`src/rtl/mul_arbiter_pkg.sv`:
```
// Shared types for the two-requester multiplier arbiter: FSM state encoding,
// default datapath width and the two-way round-robin pick rule.
package mul_arbiter_pkg;

  localparam int unsigned MUL_N_DEFAULT = 6;

  typedef enum logic [1:0] {
    IDLE  = 2'd0,
    ISSUE = 2'd1,
    WAIT  = 2'd2,
    RESP  = 2'd3
  } arb_state_t;

  // A lone requester always wins; on a tie the pointer names the winner.
  function automatic logic [1:0] rr_pick(input logic [1:0] val, input logic ptr);
    logic [1:0] grant;
    grant = 2'b00;
    if (val == 2'b11) begin
      grant = ptr ? 2'b10 : 2'b01;
    end else begin
      grant = val;
    end
    return grant;
  endfunction

endpackage

```
`src/rtl/mul_rr_grant.sv`:
```
// Two-way round-robin picker: one-hot grant from the request vector and the
// current priority pointer. Purely combinational.
module mul_rr_grant
  import mul_arbiter_pkg::*;
(
  input  logic [1:0] val,
  input  logic       ptr,
  output logic [1:0] grant
);

  assign grant = rr_pick(val, ptr);

endmodule

```
`src/rtl/mul_arbiter.sv`:
```
// Shares one multiplier between two requesters, one transaction in flight.
// Operands and result are held in registers so every handshake can stall freely.
module mul_arbiter
  import mul_arbiter_pkg::*;
#(
  parameter int unsigned N = MUL_N_DEFAULT
) (
  input  logic         clk,
  input  logic         reset,

  input  logic         req0_val,
  output logic         req0_rdy,
  input  logic [N-1:0] req0_a,
  input  logic [N-1:0] req0_b,

  input  logic         req1_val,
  output logic         req1_rdy,
  input  logic [N-1:0] req1_a,
  input  logic [N-1:0] req1_b,

  output logic         resp0_val,
  input  logic         resp0_rdy,
  output logic         resp1_val,
  input  logic         resp1_rdy,
  output logic [N-1:0] resp_c,

  output logic         mul_recv_val,
  input  logic         mul_recv_rdy,
  output logic [N-1:0] mul_a,
  output logic [N-1:0] mul_b,

  input  logic         mul_send_val,
  output logic         mul_send_rdy,
  input  logic [N-1:0] mul_c
);

  arb_state_t   state;
  logic         ptr;
  logic         owner;
  logic [N-1:0] a_q;
  logic [N-1:0] b_q;
  logic [N-1:0] c_q;

  // One-hot strobes registered alongside the state so outputs come from flops.
  logic         issue_q;
  logic         wait_q;
  logic         resp_q;

  logic [1:0]   grant;
  logic         idle_ok;
  logic         accept;
  logic         winner;
  logic         resp_fire;

  mul_rr_grant u_grant (
    .val   ({req1_val, req0_val}),
    .ptr   (ptr),
    .grant (grant)
  );

  // NOTE: reset is synchronous, so state only clears at the edge; every output
  // is also masked with reset so nothing leaks out during the reset cycle itself.
  assign idle_ok   = (state == IDLE) && !reset;
  assign req0_rdy  = idle_ok && grant[0];
  assign req1_rdy  = idle_ok && grant[1];
  assign accept    = (req0_val && req0_rdy) || (req1_val && req1_rdy);
  assign winner    = grant[1];
  assign resp_fire = resp_q && (owner ? resp1_rdy : resp0_rdy);

  assign mul_recv_val = issue_q && !reset;
  assign mul_send_rdy = wait_q && !reset;
  assign resp0_val    = resp_q && !owner && !reset;
  assign resp1_val    = resp_q && owner && !reset;

  assign mul_a  = reset ? '0 : a_q;
  assign mul_b  = reset ? '0 : b_q;
  assign resp_c = reset ? '0 : c_q;

  // NOTE: all state lives in this one block and uses non-blocking assignments,
  // so every register sees pre-edge values regardless of statement order.
  always_ff @(posedge clk) begin
    if (reset) begin
      state   <= IDLE;
      ptr     <= 1'b0;
      owner   <= 1'b0;
      // NOTE: operand/result registers are cleared too, so mul_a/mul_b/resp_c
      // read zero after reset rather than a stale abandoned transaction.
      a_q     <= '0;
      b_q     <= '0;
      c_q     <= '0;
      issue_q <= 1'b0;
      wait_q  <= 1'b0;
      resp_q  <= 1'b0;
    end else begin
      unique case (state)
        IDLE: begin
          if (accept) begin
            owner   <= winner;
            a_q     <= winner ? req1_a : req0_a;
            b_q     <= winner ? req1_b : req0_b;
            state   <= ISSUE;
            issue_q <= 1'b1;
          end
        end
        ISSUE: begin
          if (mul_recv_rdy) begin
            state   <= WAIT;
            issue_q <= 1'b0;
            wait_q  <= 1'b1;
          end
        end
        WAIT: begin
          if (mul_send_val) begin
            c_q    <= mul_c;
            state  <= RESP;
            wait_q <= 1'b0;
            resp_q <= 1'b1;
          end
        end
        RESP: begin
          // Hand priority to the other requester only once the result is taken.
          if (resp_fire) begin
            state  <= IDLE;
            resp_q <= 1'b0;
            ptr    <= ~owner;
          end
        end
        default: begin
          state   <= IDLE;
          issue_q <= 1'b0;
          wait_q  <= 1'b0;
          resp_q  <= 1'b0;
        end
      endcase
    end
  end

endmodule

```
`config.mk`:
```
export PLATFORM = sky130hd
export DESIGN_NAME = mul_arbiter
export DESIGN_NICKNAME = d
export VERILOG_FILES = /design/src/rtl/mul_arbiter_pkg.sv /design/src/rtl/mul_rr_grant.sv /design/src/rtl/mul_arbiter.sv
export SDC_FILE = /design/constraint.sdc
export NUM_CORES = 1
export LEC_CHECK = 0
export ABC_AREA = 1
export BUFFER_PORTS_ARGS = -buffer_cell sky130_fd_sc_hd__buf_2
export CORE_MARGIN = 10
export CORE_UTILIZATION = 47
export DETAILED_ROUTE_END_ITERATION = 10
export PLACE_DENSITY = 0.85
export SYNTH_ARGS = -nofsm -noshare
export SYNTH_HDL_FRONTEND = slang
export SYNTH_SLANG_ARGS = --single-unit
```
`constraint.sdc`:
```
create_clock -name clk -period 1.55 [get_ports clk]
set_input_delay 0.155 -clock clk [delete_from_list [all_inputs] [get_ports clk]]
set_output_delay 0.155 -clock clk [all_outputs]
set_load 0.05 [all_outputs]
```
==> metrics.md, run 1 <==
| Metric | Value |
|---|---|
| Status | finished clean |
| Async set-reset flop share out of synthesis | 0% |
| Simple-gate share of the synthesized area | between 20% and 30% |
| Post-synth top cells | nand2_1 (42), inv_1 (29), dfxtp_1 (25), nor2_1 (25), nand3_1 (19) |
| Total Nets Final | between 300 and 400 |
| CORE AREA | 3053 um^2 |
| Primary FF master, synth | dfxtp_1 |
| Worst path required time | between 1 and 1.5 ns |
| Worst Hold Launch | mul_c[2] |
| Worst Path Arrival | roughly 1.4 ns |
| Top-count cell post-synth | nand2_1 |
| Clock sink count | 25 |
| Post-Synthesis Net Count | roughly 260 |
| Setup crit start kind | register |
| Final Power | approximately 2.5 mW |
| Vias per std cell | approximately 4.8 |
| Post-synth EDFFs | 0 |
| Total grt overflow | 0 |
| Drt total wl | around 4000 um |
| Fraction of the cycle the final worst path needs | between 90% and 100% |
| XOR/XNOR share of the synthesized area | 0% |
| Post-synthesis sequential area ratio | approximately 34% |
| Synth top area share | 33.56% |
| Setup violators final | 0 |
| Compound-Gate Fraction of Synth Area | 21.48% |
| First-pass GRT wire length | ~7000 um |
| Fillers | about 310 |
| Iter 0 DRT Violations | 56 |
| Cts bufs inserted | 3 |
| Synth-to-Final Area Change | 27.77% |
| Area share of fa/ha/maj cells after synthesis | ~3.4% |
| Post-route minimum period | between 1.5 and 2 ns |
| R2r worst-path depth | 7 |
| DRT Pass-1 Iters | 4 |
| Worst Setup SP | state[0] |
| Initial antenna violation count | 0 |
| Placer Congestion | between 0.7 and 0.8 |
| Number of diodes | 0 |
| R2R Path End | b_q[0] |
| Crit-path cells | inv_2 -> ha_4 -> nand2_4 -> nor2_4 -> buf_8 |
| Hold path depth | 3 |
| Vias | roughly 1600 |
| Worst-path maximum fanout | 4 |
| Worst skew pair latency | about 0.32 ns |
| Detailed Place HPWL | about 3300 um |
| Cell Rows | 20 |
| Hold Path Class | in -> reg |
| DIE AREA | slightly below 6000 um^2 |
| Reg clk slew, reported paths | approximately 0.14 ns |
| IO buf count | 61 |
| Longest Clk Path Bufs | 2 |
| Syn Std Cell Area | 1491 um^2 |
| Peak supply drop | roughly 0.73 mV |
| Initial core utilization | 48.85% |
| Cell taking the most area after synthesis | dfxtp_1 |
| Comb pwr share | a little over half |
| LEAKAGE | a little under 1 nW |
| DIE HEIGHT | between 70 and 80 um |
| DRC violations left | 0 |
| CP Capture Type | primary output |
| Worst-Margin Slew | between 0.4 and 0.5 ns |
| FF-to-FF Start | state[0] |
| Fmax | roughly 0.67 GHz |
| Pwr dens | 1338 nW/um^2 |
| Sw Share | ~46% |
| Clk_skew | approximately 0.0024 ns |
| R2r setup slk | around 0.11 ns |
| Number of global-route vias before repair | 1587 |
| Clk root buf | clkbuf_4 |
| CTS tree | done |
| Antenna viol nets, final | 0 |
| Final Hold Fails | 0 |
| Netlist cell types | 25 |
| Final Max Tran Viols | 0 |
| Largest family of logic cells by synthesized area | simple AND/OR/NAND/NOR gates |
| Register bit count reported by yosys | 25 |
| Total GRT Usage | ~14% |
| Hold endpoint | c_q[2] |
| Synth warn | 0 |
| Drt wl/cell | 12.46 um |
| Die width | around 76 um |
| H-tree depth | 1 |
| Crit-path max cell delay | between 0.3 and 0.4 ns |
| Area contributors post-synth | dfxtp_1 (34%), nand2_1 (11%), inv_1 (7.3%), a21oi_2 (7.0%), nand3_1 (6.4%) |
| Int Pwr | approximately 1.4 mW |
| Worst slew margin | around two thirds |
| Crit-path slowest cell | dfxtp_2 |
| Ratio of cells with drive above 1 in the final layout | roughly two fifths |
| Cells after synthesis | between 200 and 250 |
| Worst setup path class | reg -> out |
| Sequential share of power | 33.8% |
| Final setup margin | roughly 0.047 ns |
| Syn avg cell area | around 7 um^2 |
| Ports | 62 |
| RSZ-0062 raised after global routing | true |
| Post-place setup slack | between 0.001 and 0.0015 ns |
| Max-cap violations | 0 |
| Largest net degree at the start of global routing | 26 |
| Mux share of post-synthesis cell area | 0% |
| Clock Power Share | between 10% and 20% |
| NetSw | between 1 and 1.5 mW |
[placed cells by master (no fill, tap or decap)]
cell      Yosys  final
nand4_1       1      1
ha_4          0      1
o31ai_1       1      1
dfxtp_1      25     23
a21oi_2      12     12
nand2_4       1      1
ha_1          4      3
nor2_1       25     25
inv_4         1      1
clkbuf_4      0      3
nand3_1      19     19
inv_2         2      4
nand2_2       2      2
nand2_1      42     42
a21oi_1      12     12
buf_2         4     59
buf_4         0      9
o21ai_2       8      8
buf_8         1      1
o21ai_1       5      5
nor2_8        1      1
inv_1        29     27
buf_6         2      1
o21a_1        1      1
dfxtp_2       0      2
o21ai_0       9      9
nor2_4        2      2
clkinv_2      0      1
or2_1         1      1
[worst max path at each step]
stage | endpoint | slack [ns] | cells after the start
finish | req0_rdy | 0.05 | 5
global placement | issue_q | 0.08 | 7
floorplan | a_q[0] | 0.01 | 8
detailed placement | issue_q | 0.001 | 7
CTS | req0_rdy | 0.01 | 5
global route | req0_rdy | -0.01 | 5
[cells by family after synthesis]
| group | Yosys count |
|---|---|
| AND/OR/NAND/NOR | 94 |
| flip-flops | 25 |
| AO/OA/AOI/OAI | 48 |
| buffers and inverters | 43 |
| adder cells (fa/ha/maj) | 4 |
[metal layers]
metal	vias up	GRT usage, %	wire length [um]
li1	801	-	-
met1	706	15.45	1699
met2	41	23.89	2008
met3	6	3.538	226
met4	0	6.134	65
met5	-	0	0
[through the flow]
| step | utilization, % | setup TNS, ns | hold WS, ns | cell area, um^2 | cells |
|---|---|---|---|---|---|
| final | 62.42 | 0 | 0.1012 | 1906 | 321 |
| after global routing | 62.42 | -0.01077 | 0.1201 | 1906 | 321 |
| after detailed placement | 60.16 | 0 | 0.4433 | 1837 | 314 |
| after global placement | 60.16 | 0 | 0.4319 | 1837 | 314 |
| after CTS | 62.17 | 0 | 0.1083 | 1898 | 320 |
| after floorplan | - | 0 | 0.3241 | 1504 | 214 |
[registers in the layout, indices dropped and copies added, names as in the netlist]
register / flops
b_q: 6
c_q: 6
ptr: 1
owner: 1
issue_q: 1
resp_q: 1
a_q: 6
wait_q: 1
state: 2
[power by group through the flow]
stage          Sequential (mW)  Clock [mW]  Combinational, mW
6_report                 0.861       0.301               1.39
2_1_floorplan            0.857           0               1.08
3_5_place_dp             0.877           0               1.30
4_1_cts                  0.859       0.297               1.37
3_3_place_gp             0.866           0               1.27
5_1_grt                  0.874       0.325               1.56
[critical path, delay by kind of cell (launching register included)]
kind	cells	cell delay [ns]
DFF	1	0.35
buffers and inverters	2	0.26
and+or+nand+nor	2	0.25
adders and majority gates	1	0.16
[timing repair]
item	in CTS	in global routing
hold endpoints to repair	0	0
gates resized for setup	9	0
setup endpoints to repair	4	3
setup buffers	2	1
hold buffers	0	0
pin swaps	3	3
[final cells by class]
| cell class | count | area, um^2 | area share [%] |
|---|---|---|---|
| multi-input combinational | 146 | 808.3 | 42.42 |
| tap | 44 | 55.05 | 2.889 |
| timing repair buffer | 70 | 389.1 | 20.42 |
| sequential | 25 | 503.0 | 26.40 |
| clock buffer | 3 | 22.52 | 1.182 |
| clock inverter | 1 | 5.005 | 0.2626 |
| inverter | 32 | 122.6 | 6.435 |
Power figures use the tool's default switching activity.
==> inputs of run 2 (changes only) <==
- ABC_AREA: 1 -> default
- CORE_UTILIZATION: 47 -> 46
==> metrics.md, run 2 <==
| Metric | Value |
|---|---|
| DRC violations left | 0 (unchanged) |
| Register bit count reported by yosys | 25 (unchanged) |
| FF-to-FF Start | state[0] |
| R2R Path End | state[1] |
| Failing checks | negative setup slack |
| Syn Std Cell Area | 1338 um^2 (-10%) |
| Synth warn | 0 (unchanged) |
| Mux share of post-synthesis cell area | 9.729% (+9.7 points) |
| NetSw | 1.009 mW (-14%) |
| Pwr dens | 1329 nW/um^2 (-0.72%) |
| Initial core utilization | 48.50% (-0.35 points) |
| CTS Hold Bufs | 0 (unchanged) |
| IO buf count | 61 (unchanged) |
| H-tree depth | 1 (unchanged) |
| Vias per std cell | 5.204 (+7.5%) |
| Largest family of logic cells by synthesized area | simple AND/OR/NAND/NOR gates |
| Most common cell after layout, fill and taps aside | buf_2 |
| Cells after synthesis | 159 (-26%) |
| Fin util | 66.52% (+4.1 points) |
| Area occupied by multi-input gates | 802.0 um^2 (-0.77%) |
| XOR/XNOR share of the synthesized area | 0% (unchanged) |
| Post-synthesis sequential area ratio | 37.42% (+3.9 points) |
| Hold path depth | 3 (unchanged) |
| DIE AREA | 5464 um^2 (-6.2%) |
| Number of diodes | 0 (unchanged) |
| Most frequent cells in the layout | buf_2 (59), nor2b_1 (23), dfxtp_1 (23) |
| Area contributors post-synth | dfxtp_1 (37%), nor2b_1 (11%), mux2i_1 (9.7%), a211oi_1 (7.9%), nor2_1 (4.8%) |
| Total GRT Usage | 13.36% (-0.43 points) |
| Largest net degree at the start of global routing | 42 (+62%) |
| Fillers | 251 (-20%) |
| Worst Hold Launch | mul_c[5] |
| Number of global-route vias before repair | 1328 (-16%) |
| Post-route minimum period | 1.586 ns (+0.08299 ns) |
| Total grt overflow | 0 (unchanged) |
| Fraction of the cycle the final worst path needs | 102.3% (+5.4 points) |
| Drt wl/cell | 14.02 um (+13%) |
| LEAKAGE | 0.8920 nW (-8.2%) |
| Worst-path maximum fanout | 4 (unchanged) |
| Post-Synthesis Net Count | 201 (-21%) |
| Clock Power Share | 11.9% (about the same) |
| Peak supply drop | 0.8337 mV (+14%) |
| Cell taking the most area after synthesis | dfxtp_1 |
| Sw Share | 41.42% (-4.4 points) |
| Status | finished with violations |
| Worst skew pair latency | 0.32 ns (about the same) |
| Final Max Tran Viols | 0 (unchanged) |
| Worst setup path class | reg -> out |
| DIE HEIGHT | 73.92 um (-3.2%) |
| Design Area, Final | 1834 um^2 (-3.7%) |
| FF/Latch Area | 505.5 um^2 (+0.50%) |
| Post-synth EDFFs | 0 (unchanged) |
| Max-cap violations | 0 (unchanged) |
| CP Capture Type | primary output |
| Area share of fa/ha/maj cells after synthesis | 3.742% (+0.39 points) |
| Worst path required time | 1.39 ns (about the same) |
| R2r worst-path depth | 5 (-2) |
| First-pass GRT wire length | 5968 um (-15%) |
| Die width | 73.92 um (-3.2%) |
| Int Pwr | 1.427 mW (+3.3%) |
| Iter 0 DRT Violations | 58 (+3.6%) |
| Longest Clk Path Bufs | 2 (unchanged) |
| Fmax | 0.6304 GHz (-5.2%) |
| Sequential share of power | 36.3% (+2.5 points) |
| Vias | 1327 (-15%) |
| Cell Rows | 19 (-5.0%) |
| Simple-gate share of the synthesized area | 23.57% (-5.0 points) |
| DRT Pass-1 Iters | 2 (-2) |
| Top-count cell post-synth | dfxtp_1 |
| Post-synth top cells | dfxtp_1 (25), nor2b_1 (23), nor2_1 (17) |
| Initial antenna violation count | 0 (unchanged) |
| R2r setup slk | 0.01 ns (-0.10 ns) |
| CORE AREA | 2758 um^2 (-9.7%) |
| Top flop regs | a_q: 6 flops, b_q: 6 flops, c_q: 6 flops |
| Reg clk slew, reported paths | 0.14 ns (about the same) |
| Compound-Gate Fraction of Synth Area | 20.30% (-1.2 points) |
| Netlist cell types | 28 (+12%) |
| Post-place setup slack | -0.01132 ns (-0.01245 ns) |
| Comb pwr share | 51.8% (-2.6 points) |
| Syn avg cell area | 8.412 um^2 (+21%) |
| Synth-to-Final Area Change | 37.14% |
| Hold Path Class | in -> reg |
| Total Nets Final | 267 (-17%) |
| Clk_skew | 0.007516 ns (+0.005070 ns) |
| Placed inst area | 1778 um^2 (-3.2%) |
| Setup violators final | 1 (+1) |
| Cts bufs inserted | 3 (unchanged) |
| Final setup margin | -0.03642 ns (-0.08299 ns) |
| CTS tree | done |
| Setup crit start kind | register |
| Ports | 62 (unchanged) |
| Clk root buf | clkbuf_4 |
| Async set-reset flop share out of synthesis | 0% (unchanged) |
| Ratio of cells with drive above 1 in the final layout | 39.29% (+0.30 points) |
| Worst Path Arrival | 1.43 ns (+0.08 ns) |
| Worst hold slack | 0.06531 ns (-0.03586 ns) |
| Drt total wl | 3575 um (-11%) |
| Antenna viol nets, final | 0 (unchanged) |
| Clock sink count | 25 (unchanged) |
| Post-Route Setup TNS | -0.03642 ns (-0.03642 ns) |
| Worst slew margin | 71.40% (+2.8 points) |
| Final Hold Fails | 0 (unchanged) |
| Synth top area share | 37.42% (+3.9 points) |
| Primary FF master, synth | dfxtp_1 |
| Detailed Place HPWL | 2913 um (-11%) |
| RSZ-0062 raised after global routing | true |
| Worst-Margin Slew | 0.4171 ns (-0.05391 ns) |
| Placer Congestion | 0.8500 (+6.7%) |
| Hold endpoint | c_q[5] |
run 2: routing by layer:
layer  wire length (um)  share of wire, %  vias up  GRT usage, %
li1                   -                 -      685             -
met1               1382                39      604         14.53
met2               1879                53       31         23.20
met3                257               7.2        7         4.711
met4                 56               1.6        0         4.969
met5                  0                 0        -             0
run 2: cell families after synthesis:
group                    after synthesis
flip-flops                            25
AND/OR/NAND/NOR                       63
multiplexers                          13
AO/OA/AOI/OAI                         37
buffers and inverters                 17
adder cells (fa/ha/maj)                4
run 2: layout make-up:
class	count	area share, %
Inverter	7	1.432
Timing Repair Buffer	71	23.67
Multi-Input combinational cell	117	43.72
Clock inverter	1	0.2729
Tap cell	31	2.115
Clock buffer	3	1.228
Sequential cell	25	27.56
run 2: worst max-delay path by stage:
stage | startpoint | slack [ns] | depth (start not counted) | to
floorplan | state[0] | -0.02 | 6 | owner
global placement | state[1] | 0.07 | 6 | state[1]
detailed placement | state[1] | -0.01 | 6 | state[1]
CTS | state[1] | -0.04 | 6 | req0_rdy
global route | state[1] | -0.11 | 6 | req0_rdy
finish | state[1] | -0.04 | 6 | req0_rdy
run 2: repair_timing:
action / in CTS / in global routing
hold endpoints to repair: 0 / 0
setup endpoints to repair: 4 / 7
pin swaps: 2 / 0
resized for setup: 7 / 1
setup buffers: 2 / 0
run 2: worst max-delay path, stage by stage, from the launching register on:
cell and delay (ns):
dfxtp_2 0.36, inv_2 0.06, buf_6 0.10, ha_4 0.15
nand2b_4 0.07, a211oi_4 0.18, buf_6 0.19
run 2: metrics by stage:
stage / power, mW / cells
after global routing: 2.623 / 255
after detailed placement: 2.121 / 250
final: 2.437 / 255
after CTS: 2.459 / 255
after floorplan: 1.758 / 159
after global placement: 2.082 / 250
run 2: power groups by stage:
stage,sequential (mW),combinational (mW),clock [mW]
2_1_floorplan,0.869,0.889,0
3_5_place_dp,0.896,1.23,0
6_report,0.885,1.26,0.290
4_1_cts,0.888,1.27,0.305
3_3_place_gp,0.886,1.20,0
5_1_grt,0.910,1.39,0.326
